[src/rtl/encoder_ltr_pkg.sv]
// encoder_ltr_pkg: symbol type, FSM states and the bit-to-symbol mapping rule.
package encoder_ltr_pkg;
    typedef logic signed [31:0] symbol_t;
    typedef enum logic [1:0] {IDLE, SEND, PARITY} state_t;
    function automatic symbol_t map_bit(input logic b, input symbol_t amplitude);
        return b ? -amplitude : amplitude;
    endfunction
endpackage

[src/rtl/encoder_ltr_symbol_mapper.sv]
// symbol_mapper: combinational antipodal mapping, 0 -> +AMPLITUDE, 1 -> -AMPLITUDE.
module symbol_mapper
    import encoder_ltr_pkg::*;
#(
    parameter int AMPLITUDE = 1
) (
    input  logic    i_bit,
    output symbol_t o_sym
);
    assign o_sym = map_bit(i_bit, symbol_t'(AMPLITUDE));
endmodule

[src/rtl/encoder_ltr.sv]
// encoder_ltr: serialises DATA_WIDTH-bit words into antipodal symbols, bit 0 first.
// Define ENCODER_LTR_PARITY_EN to append an even-parity symbol to every word.
module encoder_ltr
    import encoder_ltr_pkg::*;
#(
    parameter int DATA_WIDTH = 32,
    parameter int AMPLITUDE  = 1
) (
    input  logic                  clk,
    input  logic                  rst_n,
    input  logic                  in_valid,
    output logic                  in_ready,
    input  logic [DATA_WIDTH-1:0] in_data,
    output logic                  sym_valid,
    input  logic                  sym_ready,
    output logic signed [31:0]    sym_data,
    output logic                  sym_last,
    output logic                  busy
);
    localparam int IW = $clog2(DATA_WIDTH + 1);
    localparam logic [IW-1:0] LAST_IDX = IW'(DATA_WIDTH - 1);
    state_t                r_state, w_state_n;
    logic [DATA_WIDTH-1:0] r_shreg, w_shreg_n;
    logic [IW-1:0]         r_idx, w_idx_n;
    logic                  r_valid, r_last, w_last_n, w_hs, w_load, w_bit;
    symbol_t               r_data, w_sym;
`ifdef ENCODER_LTR_PARITY_EN
    logic                  r_par, w_par_n;
`endif
    assign w_hs     = r_valid & sym_ready;
    assign in_ready = (r_state == IDLE) | (w_hs & r_last);
    assign w_load   = in_valid & in_ready;
    // Outputs are registered from the next state so the symbol appears the cycle after acceptance.
    always_comb begin
        w_state_n = r_state;
        w_shreg_n = r_shreg;
        w_idx_n   = r_idx;
`ifdef ENCODER_LTR_PARITY_EN
        w_par_n   = r_par;
`endif
        if (w_load) begin
            w_state_n = SEND;
            w_shreg_n = in_data;
            w_idx_n   = '0;
`ifdef ENCODER_LTR_PARITY_EN
            w_par_n   = ^in_data;
`endif
        end else if (w_hs) begin
            w_shreg_n = r_shreg >> 1;
            w_idx_n   = r_idx + IW'(1);
`ifdef ENCODER_LTR_PARITY_EN
            w_state_n = (r_state == PARITY) ? IDLE : (r_idx == LAST_IDX) ? PARITY : SEND;
`else
            w_state_n = (r_idx == LAST_IDX) ? IDLE : SEND;
`endif
        end
`ifdef ENCODER_LTR_PARITY_EN
        w_last_n = (w_state_n == PARITY);
        w_bit    = (w_state_n == PARITY) ? w_par_n : w_shreg_n[0];
`else
        w_last_n = (w_state_n == SEND) && (w_idx_n == LAST_IDX);
        w_bit    = w_shreg_n[0];
`endif
    end
    symbol_mapper #(.AMPLITUDE(AMPLITUDE)) u_map (.i_bit(w_bit), .o_sym(w_sym));
    always_ff @(posedge clk or negedge rst_n) begin
        if (!rst_n) begin
            r_state <= IDLE;
            r_shreg <= '0;
            r_idx   <= '0;
            r_valid <= 1'b0;
            r_last  <= 1'b0;
            r_data  <= '0;
`ifdef ENCODER_LTR_PARITY_EN
            r_par   <= 1'b0;
`endif
        end else begin
            r_state <= w_state_n;
            r_shreg <= w_shreg_n;
            r_idx   <= w_idx_n;
            r_valid <= (w_state_n != IDLE);
            r_last  <= w_last_n;
            r_data  <= (w_state_n != IDLE) ? w_sym : '0;
`ifdef ENCODER_LTR_PARITY_EN
            r_par   <= w_par_n;
`endif
        end
    end
    assign sym_valid = r_valid;
    assign sym_last  = r_last;
    assign sym_data  = r_data;
    assign busy      = r_valid;
endmodule
[config.mk]
export PLATFORM = sky130hd
export DESIGN_NAME = encoder_ltr
export DESIGN_NICKNAME = d
export VERILOG_FILES = /design/src/rtl/encoder_ltr_pkg.sv /design/src/rtl/encoder_ltr_symbol_mapper.sv /design/src/rtl/encoder_ltr.sv
export SDC_FILE = /design/constraint.sdc
export NUM_CORES = 1
export LEC_CHECK = 0
export CAP_MARGIN = 20
export CORE_AREA = 2 2 78 72
export CTS_CLUSTER_DIAMETER = 120
export DETAILED_ROUTE_END_ITERATION = 12
export DIE_AREA = 0 0 80 74
export PLACE_DENSITY_LB_ADDON = 0.2
export SLEW_MARGIN = 10
export SYNTH_ARGS = -nofsm -noshare
export SYNTH_HDL_FRONTEND = slang
export SYNTH_SLANG_ARGS = --single-unit
[constraint.sdc]
create_clock -name clk -period 2.3 [get_ports clk]
set_clock_uncertainty 0.05 [all_clocks]
set_input_delay 0.23 -clock clk [delete_from_list [all_inputs] [get_ports clk]]
set_output_delay 0.23 -clock clk [all_outputs]
set_load 0.03 [all_outputs]
==> key figures <==
Outcome
  • Status: complete, no violations

Logic synthesis
  • Synth unique cells: 33
  • Register area share after synthesis: 48.10%
  • Ys Warns: 0
  • Synth Area per Inst: 8.604 um^2
  • Synth Instances: 260
  • Synthesized area: 0.002237 mm^2
  • Synth Register Bits: 43
  • Syn Nets: 297

Run
  • Max-Cap Viols: 0

Power and ir drop
  • Cell area power density: 1203 mW/mm^2
  • Max VDD drop: 0.6868 mV
  • P_leak: 1.238 nW

STA
  • Final worst path period share: 94.80%
  • Slew @ Worst Pin: 0.4025 ns
  • Final Hold Fails: 0
  • Final Max Slew Viols: 0
  • Final setup viols: 0
  • Setup TNS: 0 ns
  • Max Clk Rate: 0.4586 GHz
  • RSZ-0062 raised after global routing: false
  • Tmin final: 2.180 ns
  • Hold_ws: 0.3431 ns
  • Max_slew headroom: 73.17%

Routing
  • DR iter-0 viols: 143
  • Vias/cell: 5.038
  • Final wirelength: 4.460 mm
  • TritonRoute pass-1 iters: 4
  • Detail Route Antenna Nets: 0
  • Via Count: 1834
  • DRC Markers: 0
  • WL per Instance: 12.25 um

Floorplanning
  • Core region area: 0.005130 mm^2
  • Die Span X: 80 um
  • Die area: 0.005920 mm^2
  • Std-Cell Rows: 25
  • Io pins: 72
  • Die Ht: 74 um
  • Initial Utilization: 43.61%

Placed design
  • Placed cell count: 356
  • RD Place Congestion: 0.7907
  • Hpwl dp: 2.988 mm
  • Port Buffers: 71

GRT
  • Largest net degree at the start of global routing: 65
  • Total grt overflow: 0
  • First-pass GRT wire length: 7.389 mm
  • Vias in the first global route: 1684
  • Initial antenna violation count: 0
  • Gr usage total: 16.08%

Critical path
  • CP endpoint kind: output pin
  • Critical path arrival: 1.90 ns
  • WS Path Type: register to output pin
  • Reg2Reg Depth: 5
  • Worst R2R End: sym_last$_DFF_PN0_
  • CP Launch Type: register
  • RR Startpoint: r_idx[0]$_DFF_PN0_
  • Worst Path Max Fanout: 8
  • Worst EP required: 2.02 ns
  • R2R Setup Slk: 0.62 ns

Cells and area
  • Area Growth Syn to Fin: 28.58%
  • Nets@finish: 334
  • Layout cells sized above 1: 5.387%
  • Fillers: 485
  • # diodes: 0
  • Finished Layout Cells: 364

Clock network
  • Num CTS Buffers: 5
  • Worst-Skew Late Latency: 0.29 ns
  • # Post-CTS Setup Buffers: 0
  • Clock Tree Root: clkbuf_8
  • Clk buf depth: 2
  • CTS resizes: 0
  • CTS tree: built
  • Clk pin slew, worst setup/hold paths: 0.07 ns
  • Sink Count: 43
  • H-tree depth: 2

Min path
  • HP Class: input port to async pin
-- state kept, by name, summed over array words and instances (netlist names) --
signal / cells
sym_data: 2
sym_last: 1
r_shreg: 32
r_idx: 6
r_state: 2
-- layout make-up --
cell class / instances / area, um^2 / area share [%]
Clock inverter: 1 / 30.03 / 1.044
Timing Repair Buffer: 77 / 778.2 / 27.06
Clock buffer: 6 / 72.57 / 2.523
Tap cell: 67 / 83.83 / 2.914
Inverter: 2 / 7.507 / 0.2610
Multi-Input combinational cell: 168 / 828.3 / 28.80
Sequential cell: 43 / 1076 / 37.41
-- worst max path at each step --
| stage | startpoint | end | slack (ns) |
|---|---|---|---|
| floorplan | sym_data[0]$_DFF_PN0_ | r_shreg[10]$_DFFE_PN0P_ | 0.75 |
| global placement | sym_ready | in_ready | 0.19 |
| detailed placement | sym_ready | in_ready | 0.18 |
| CTS | sym_data[0]$_DFF_PN0_ | in_ready | 0.1 |
| global route | sym_data[0]$_DFF_PN0_ | in_ready | 0.04 |
| finish | sym_data[0]$_DFF_PN0_ | in_ready | 0.12 |
-- layer usage --
layer	share of wire [%]	vias up	wire length [um]	global-route usage, %
met5	0	-	0	0
met4	1.4	0	63	5.650
met3	7.6	5	340	4.369
met2	44	66	1979	27.13
met1	47	863	2076	20.17
li1	-	900	-	-
-- metrics by stage --
stage               worst slack [ns]  util (%)  total power, W  area, um^2
floorplan                     0.7457         -        0.002562        2237
global placement              0.1903     53.88        0.002891        2764
detailed placement            0.1777     53.88        0.002932        2764
CTS                          0.09825     56.07        0.003502        2877
global route                 0.04334     56.07        0.003682        2877
finish                        0.1197     56.07        0.003460        2877
-- cell usage after synthesis (all sizes together) --
cell type / count / area, um^2
xnor2: 2 / 17.52
dfrtp: 43 / 1076
nor3b: 1 / 7.510
or3: 1 / 6.260
inv: 2 / 7.510
nand2: 68 / 257.8
or2: 1 / 6.260
a21oi: 4 / 23.77
and4bb: 1 / 12.51
ha: 1 / 12.51
nand2b: 1 / 6.260
a31oi: 30 / 187.7
buf: 42 / 317.8
and2: 1 / 6.260
nor4b: 1 / 8.760
o221ai: 1 / 8.760
nand3: 4 / 20.02
nor3: 1 / 5.000
o21a: 2 / 15.01
or2b: 1 / 7.510
o21ai: 2 / 10.00
a221oi: 1 / 8.760
mux2i: 1 / 10.01
nand4: 1 / 6.260
xor2: 2 / 17.52
clkbuf: 5 / 18.77
nor2: 38 / 142.6
and3: 2 / 12.51
-- kinds of logic (layout without fill, tap and decap cells) --
family,Yosys count,in the layout,share of synthesized area [%]
buffers and inverters,49,86,15.38
and+or+nand+nor,122,122,22.60
AOI/OAI and AO/OA,40,40,11.35
muxes,1,1,0.4474
xor gates and xnor gates,4,4,1.566
adders and majority gates,1,1,0.5592
DFF,43,43,48.10
-- worst max-delay path: stages, from the launching register on --
cell	delay (ns)
dfrtp_1	0.46
and3_1	0.26
or2_2	0.30
clkdlybuf4s50_1	0.59
-- report_power, final --
group | total [W] | switching [W] | internal, W | leakage, nW
registers | 0.00122 | 0.000185 | 0.00104 | 0.566
logic | 0.00168 | 0.000955 | 0.000729 | 0.620
clock network | 0.000557 | 0.000238 | 0.000318 | 0.0513
total | 0.00346 | 0.00138 | 0.00208 | 1.24
-- cells in the final DEF, fill, tap and decap left out, types with 2 or more instances in the layout --
cell and n:
clkdlybuf4s50_1 70, dfrtp_1 43, a31oi_1 30, o21a_1 2
nand2_1 67, a21oi_1 3, buf_12 2, nor2_1 38
nand3_1 4, buf_4 3, inv_1 2, xor2_1 2
and3_1 2, clkbuf_8 5, xnor2_1 2
-- repair_timing --
item / in CTS / in global routing
hold buffers: 1 / 0
hold endpoints to repair: 17 / 0
setup endpoints to repair: 0 / 0
(Power assumes the default switching activity.)
==> edit 1: new RTL, same flow settings <==
Add a define of `ENCODER_LTR_PARITY_EN`.
--- a/src/rtl/encoder_ltr.sv
+++ b/src/rtl/encoder_ltr.sv
@@ -1,5 +1,7 @@
 // encoder_ltr: serialises DATA_WIDTH-bit words into antipodal symbols, bit 0 first.
 // Define ENCODER_LTR_PARITY_EN to append an even-parity symbol to every word.
+`define ENCODER_LTR_PARITY_EN
+
 module encoder_ltr
     import encoder_ltr_pkg::*;
 #(
Function: no difference found for any inputs over 10 cycles, from zero or initial values and one cycle with rst_n low; that may be too few to reach the edited logic, so the function may still have changed.
==> edit 1 against the unedited design <==
Sequential cell count up 1. Critical path depth unchanged. Register-to-register slack got worse by 0.03 ns. Sequential share of layout area fell by 2.2 points. First-iteration DRC count fell by 50%. Critical path type unchanged. Largest power group unchanged. Final area up 8.9%. Setup slack improved by 0.19 ns. Die area unchanged. Critical endpoint unchanged. Power decreased by 18%. Synthesized area up 11%. Clock power shrank 10%. Routed wire length rose by 9.1%.
==> edit 1: results (changes against the unedited design) <==
Place
  – Final GP Congestion: 0.8154 (+3.1%)
  – Port Buffers: 71 (unchanged)
  – Number of cells after detailed placement: 391 (+9.8%)
  – Half-perimeter wire length after detailed placement: 3461 um (+16%)
  – Pre-CTS WS: 0.3319 ns (+0.1542 ns)

Global routing
  – Met3 usage in global routing: 3.034% (-1.3 points)
  – Overall track demand over capacity in global routing: 17.86% (+1.8 points)
  – Largest net degree at the start of global routing: 39 (-40%)
  – Antenna violations before repair: 0 (unchanged)
  – Met1 usage: 24.41% (+4.2 points)
  – Met2 track utilization from global routing: 28.33% (+1.2 points)
  – Wire length of the first global-routing pass: 8169 um (+11%)
  – Number of global-route vias before repair: 1819 (+8.0%)

Layout
  – Share of post-route cells with drive strength above 1: 6.006% (+0.62 points)
  – Leading registers by flop count: r_shreg: 32 flops, r_idx: 6 flops
  – Final net count: 369 (+10%)
  – Antenna cells: 0 (unchanged)
  – Fill cell count: 464 (-4.3%)

Route
  – Final routed wire length divided by cell count: 12.17 um (-0.68%)
  – DR WL met3: 245 um (-28%)
  – First-pass iteration count of the detailed router: 4 (unchanged)
  – Routed met1 length: 2375 um (+14%)
  – Detailed-routed wire length on met2: 2150 um (+8.6%)
  – DR iter-0 viols: 71 (-50%)
  – Via/cell ratio: 4.915 (-2.5%)
  – Overall routed net length: 4868 um (+9.1%)
  – Top layer reached by signal wires: met4

Worst hold path
  – Worst hold-check path type: primary input to async pin

Pwr
  – Highest ir drop seen on vdd: 0.4888 mV (-29%)
  – Power of the combinational group: 1200 uW (-29%)
  – Pleak: 0.001298 uW (+4.8%)
  – Internal portion of total power: 1793 uW (-14%)
  – Clock network power: 500 uW (-10%)

Clock tree
  – Post-CTS clock slew at the launch and capture registers of the worst setup and hold paths: 0.08 ns
  – Post-CTS resize count: 0 (unchanged)
  – Post CTS Setup Buffer Count: 0 (unchanged)
  – TritonCTS Buffers: 5 (unchanged)
  – Maximum level of the CTS H-tree: 2 (unchanged)
  – Clock latency reported for the late side of the worst-skew pair: ~0.3 ns
  – CTS Root Cell: clkbuf_8
  – Cts-stage hold buffer count: 1 (unchanged)
  – Clock tree buffer depth: 2 (unchanged)

Setup path
  – Endpoint arrival time on the critical path: 1.71 ns (-0.19 ns)
  – Maximum fanout encountered on the critical timing path: 5 (-3)

Logic synthesis
  – Number of distinct library cells after synthesis: 24 (-27%)
  – Post-Syn Nets: 328 (+10%)
  – Warning count from the yosys run: 0 (unchanged)
  – Avg Synthesized Cell Area: 8.535 sq um (-0.81%)
  – Most used flip-flop cell after synthesis: dfrtp_1
  – Ys async rst share: 100.0% (unchanged)
  – Sequential fraction of the synthesis area: 44.33% (-3.8 points)
  – Commonest cells in the synthesized netlist: nand2_1, dfrtp_1, nor2_1, buf_4, a31oi_1
  – Most area-consuming cells after synthesis: dfrtp_1, nand2_1, xnor2_1, buf_4, a31oi_1

STA
  – Tightest Pin Transition: 0.5877 ns (+0.1852 ns)

Status
  – Result of the run: finished clean
==> edit 1: cell types whose count changed after synthesis, sizes merged, moves of 2 or more <==
| cell | change |
|---|---|
| inv | -2 |
| o21a | -2 |
| nand4 | +2 |
| xor2 | +6 |
| nand3 | -2 |
| and3 | -2 |
| nand2 | +7 |
| xnor2 | +26 |
==> edit 1: cell families after synthesis <==
| logic type | after synthesis | synth area share (%) |
|---|---|---|
| adders and majority gates | 1 | 0.5037 |
| xor gates and xnor gates | 36 | 12.70 |
| AOI/OAI and AO/OA | 39 | 10.03 |
| DFF | 44 | 44.33 |
| and+or+nand+nor | 124 | 19.90 |
| buffers and inverters | 47 | 12.54 |
==> edit 1: worst max-delay path, cell delays in order, from the launching register on <==
cell and delay (ns):
dfrtp_1 0.41, and2_4 0.18, o2bb2ai_2 0.12, clkdlybuf4s50_1 0.70
==> edit 1: path summary, 6_finish.rpt <==
path,start,endpoint,slack [ns],cells past startpoint
max,sym_data[0],in_ready,0.31,3
max reg2reg,sym_data[0],sym_data[0],0.59,4
min reg2reg,r_par,r_par,0.45,2
min,rst_n,r_shreg[3],0.42,2
max in group asynchronous,rst_n,r_shreg[6],1.22,3
min in group clk,r_par,r_par,0.45,2
==> edit 1: final cells by class <==
| class | instances | area [sq um] | share of cell area (%) |
|---|---|---|---|
| Sequential cell | 44 | 1101 | 35.16 |
| Tap cell | 67 | 83.83 | 2.677 |
| Timing Repair Buffer | 81 | 783.3 | 25.01 |
| Clock buffer | 8 | 90.09 | 2.877 |
| Multi-Input combinational cell | 200 | 1074 | 34.28 |
==> edit 1: per-stage QoR <==
step | cell area (sq um) | total power, uW
detailed placement | 3032 | 2364
CTS | 3132 | 2867
global route | 3132 | 3027
global placement | 3032 | 2345
finish | 3132 | 2843
floorplan | 2484 | 2077
==> edit 2: new RTL, same flow settings <==
Made on the original files. Encoding of `state_t`: now one-hot (3 bits for 3 states).
--- a/src/rtl/encoder_ltr_pkg.sv
+++ b/src/rtl/encoder_ltr_pkg.sv
@@ -1,7 +1,7 @@
 // encoder_ltr_pkg: symbol type, FSM states and the bit-to-symbol mapping rule.
 package encoder_ltr_pkg;
     typedef logic signed [31:0] symbol_t;
-    typedef enum logic [1:0] {IDLE, SEND, PARITY} state_t;
+    typedef enum logic [2:0] {IDLE = 3'b001, SEND = 3'b010, PARITY = 3'b100} state_t;
     function automatic symbol_t map_bit(input logic b, input symbol_t amplitude);
         return b ? -amplitude : amplitude;
     endfunction
Behaviour: no difference found for any inputs over 10 cycles, from zero or initial values and one cycle with rst_n low; not proved beyond that.
==> edit 2 against the unedited design <==
Worst hold slack got worse by 0.072 ns. Non-clock buffer count rose by 2. Sequential cell count rose by 1. Clock power fell by 18%. Die area did not move. Power fell by 16%. Register-to-register slack got worse by 0.21 ns. Final area rose by 1.5%. Setup slack got worse by 0.0032 ns. Highest routed layer unchanged. Synthesized area rose by 1.3%. Critical endpoint unchanged. Routed wire length fell by 6.0%. Final cell count fell by 7.4%.
==> edit 2: results (changes against the unedited design) <==
Layout
  – Share of post-route cells with drive strength above 1: 7.407% (+2.0 points)
  – Final net count: 306 (-8.4%)
  – Fin cells: 337 (-7.4%)

Pwr
  – Highest ir drop seen on vdd: 0.4915 mV (-28%)
  – Pwr per Cell Area: 991.2 nW/um^2 (-18%)
  – Net switching power: 1096 uW (-20%)
  – Sequential share of power: 40.4% (+5.1 points)
  – Power of the combinational group: 1270 uW (-24%)
  – Pleak: 0.001283 uW (+3.7%)

Global routing
  – Wire length of the first global-routing pass: 6755 um (-8.6%)
  – Largest net degree at the start of global routing: 67 (+3.1%)
  – Number of global-route vias before repair: 1498 (-11%)
  – Overall track demand over capacity in global routing: 14.97% (-1.1 points)

Route
  – Final routed wire length divided by cell count: 12.44 um (+1.5%)
  – Routed met1 length: 1845 um (-11%)
  – Total number of vias: 1624 (-11%)
  – Detailed-routed wire length on met2: 2000 um (+1.1%)
  – DR iter-0 viols: 124 (-13%)
  – DR WL met3: 303 um (-11%)

Setup path
  – Maximum fanout encountered on the critical timing path: 3 (-5)
  – Worst R2R End: sym_data[30]
  – Critical path endpoint category: output port
  – Critical Path Start: r_state[0]
  – Reg-to-reg slack, setup: 0.41 ns (-0.21 ns)

Place
  – Post-Place Cell Area: 2828 sq um (+2.3%)
  – Pre-CTS WS: 0.2230 ns (+0.04531 ns)
  – Half-perimeter wire length after detailed placement: 2998 um (+0.34%)
  – Final GP Congestion: 0.8754 (+11%)

Logic synthesis
  – Synth Area in XOR/XNOR: 2.318% (+0.75 points)
  – Post-Syn Nets: 265 (-11%)
  – Fraction of the mapped netlist area in compound gates: 8.885% (-2.5 points)
  – Adder and majority gate portion of the synthesized area: 0.5519% (-0.0074 points)
  – Cell count after synthesis: 228 (-12%)
  – Share of synthesized area spent on multiplexers: 14.13% (+14 points)
  – Most area-consuming cells after synthesis: dfrtp_1, mux2i_1, buf_4, o21ai_0, nand2_1
  – Sequential fraction of the synthesis area: 48.62% (+0.52 points)
  – Commonest cells in the synthesized netlist: dfrtp_1, nand2_1, buf_4, mux2i_1, o21ai_0

STA
  – Fin Hold WS: 0.2709 ns (-0.07222 ns)
  – Fin crit period: 2.184 ns (+0.003222 ns)
  – Max_slew headroom: 54.77% (-18 points)

Status
  – Result of the run: finished clean

Clock tree
  – Clock latency reported for the late side of the worst-skew pair: 0.29 ns (about the same)
edit 2: cell count changes in the layout (fill, tap and decap cells not counted), sizes merged, moves of 29 or more:
cell	unedited run	this run
a31oi	30	0
mux2i	1	32
o21ai	2	32
nand2	68	37
nor2	38	9
edit 2: per-layer routing:
layer	GRT usage, %	vias to the layer above
li1	-	814
met1	18.71	745
met2	26.39	60
met3	3.519	5
met4	3.955	0
met5	0	-
edit 2: layout make-up:
cell class | instances | area, sq um
fillers | 472 | 2211
flip-flops and latches | 44 | 1102
multi-input cells | 138 | 867.1
repair buffers | 79 | 780.7
well taps | 67 | 83.83
clock buffers | 7 | 76.32
clock inverters | 1 | 5.005
inverters | 1 | 3.754
edit 2: repair_timing:
item                                   CTS  global route
buffers inserted                         0             0
hold buffers                             1             0
endpoints found under the hold margin   10             0
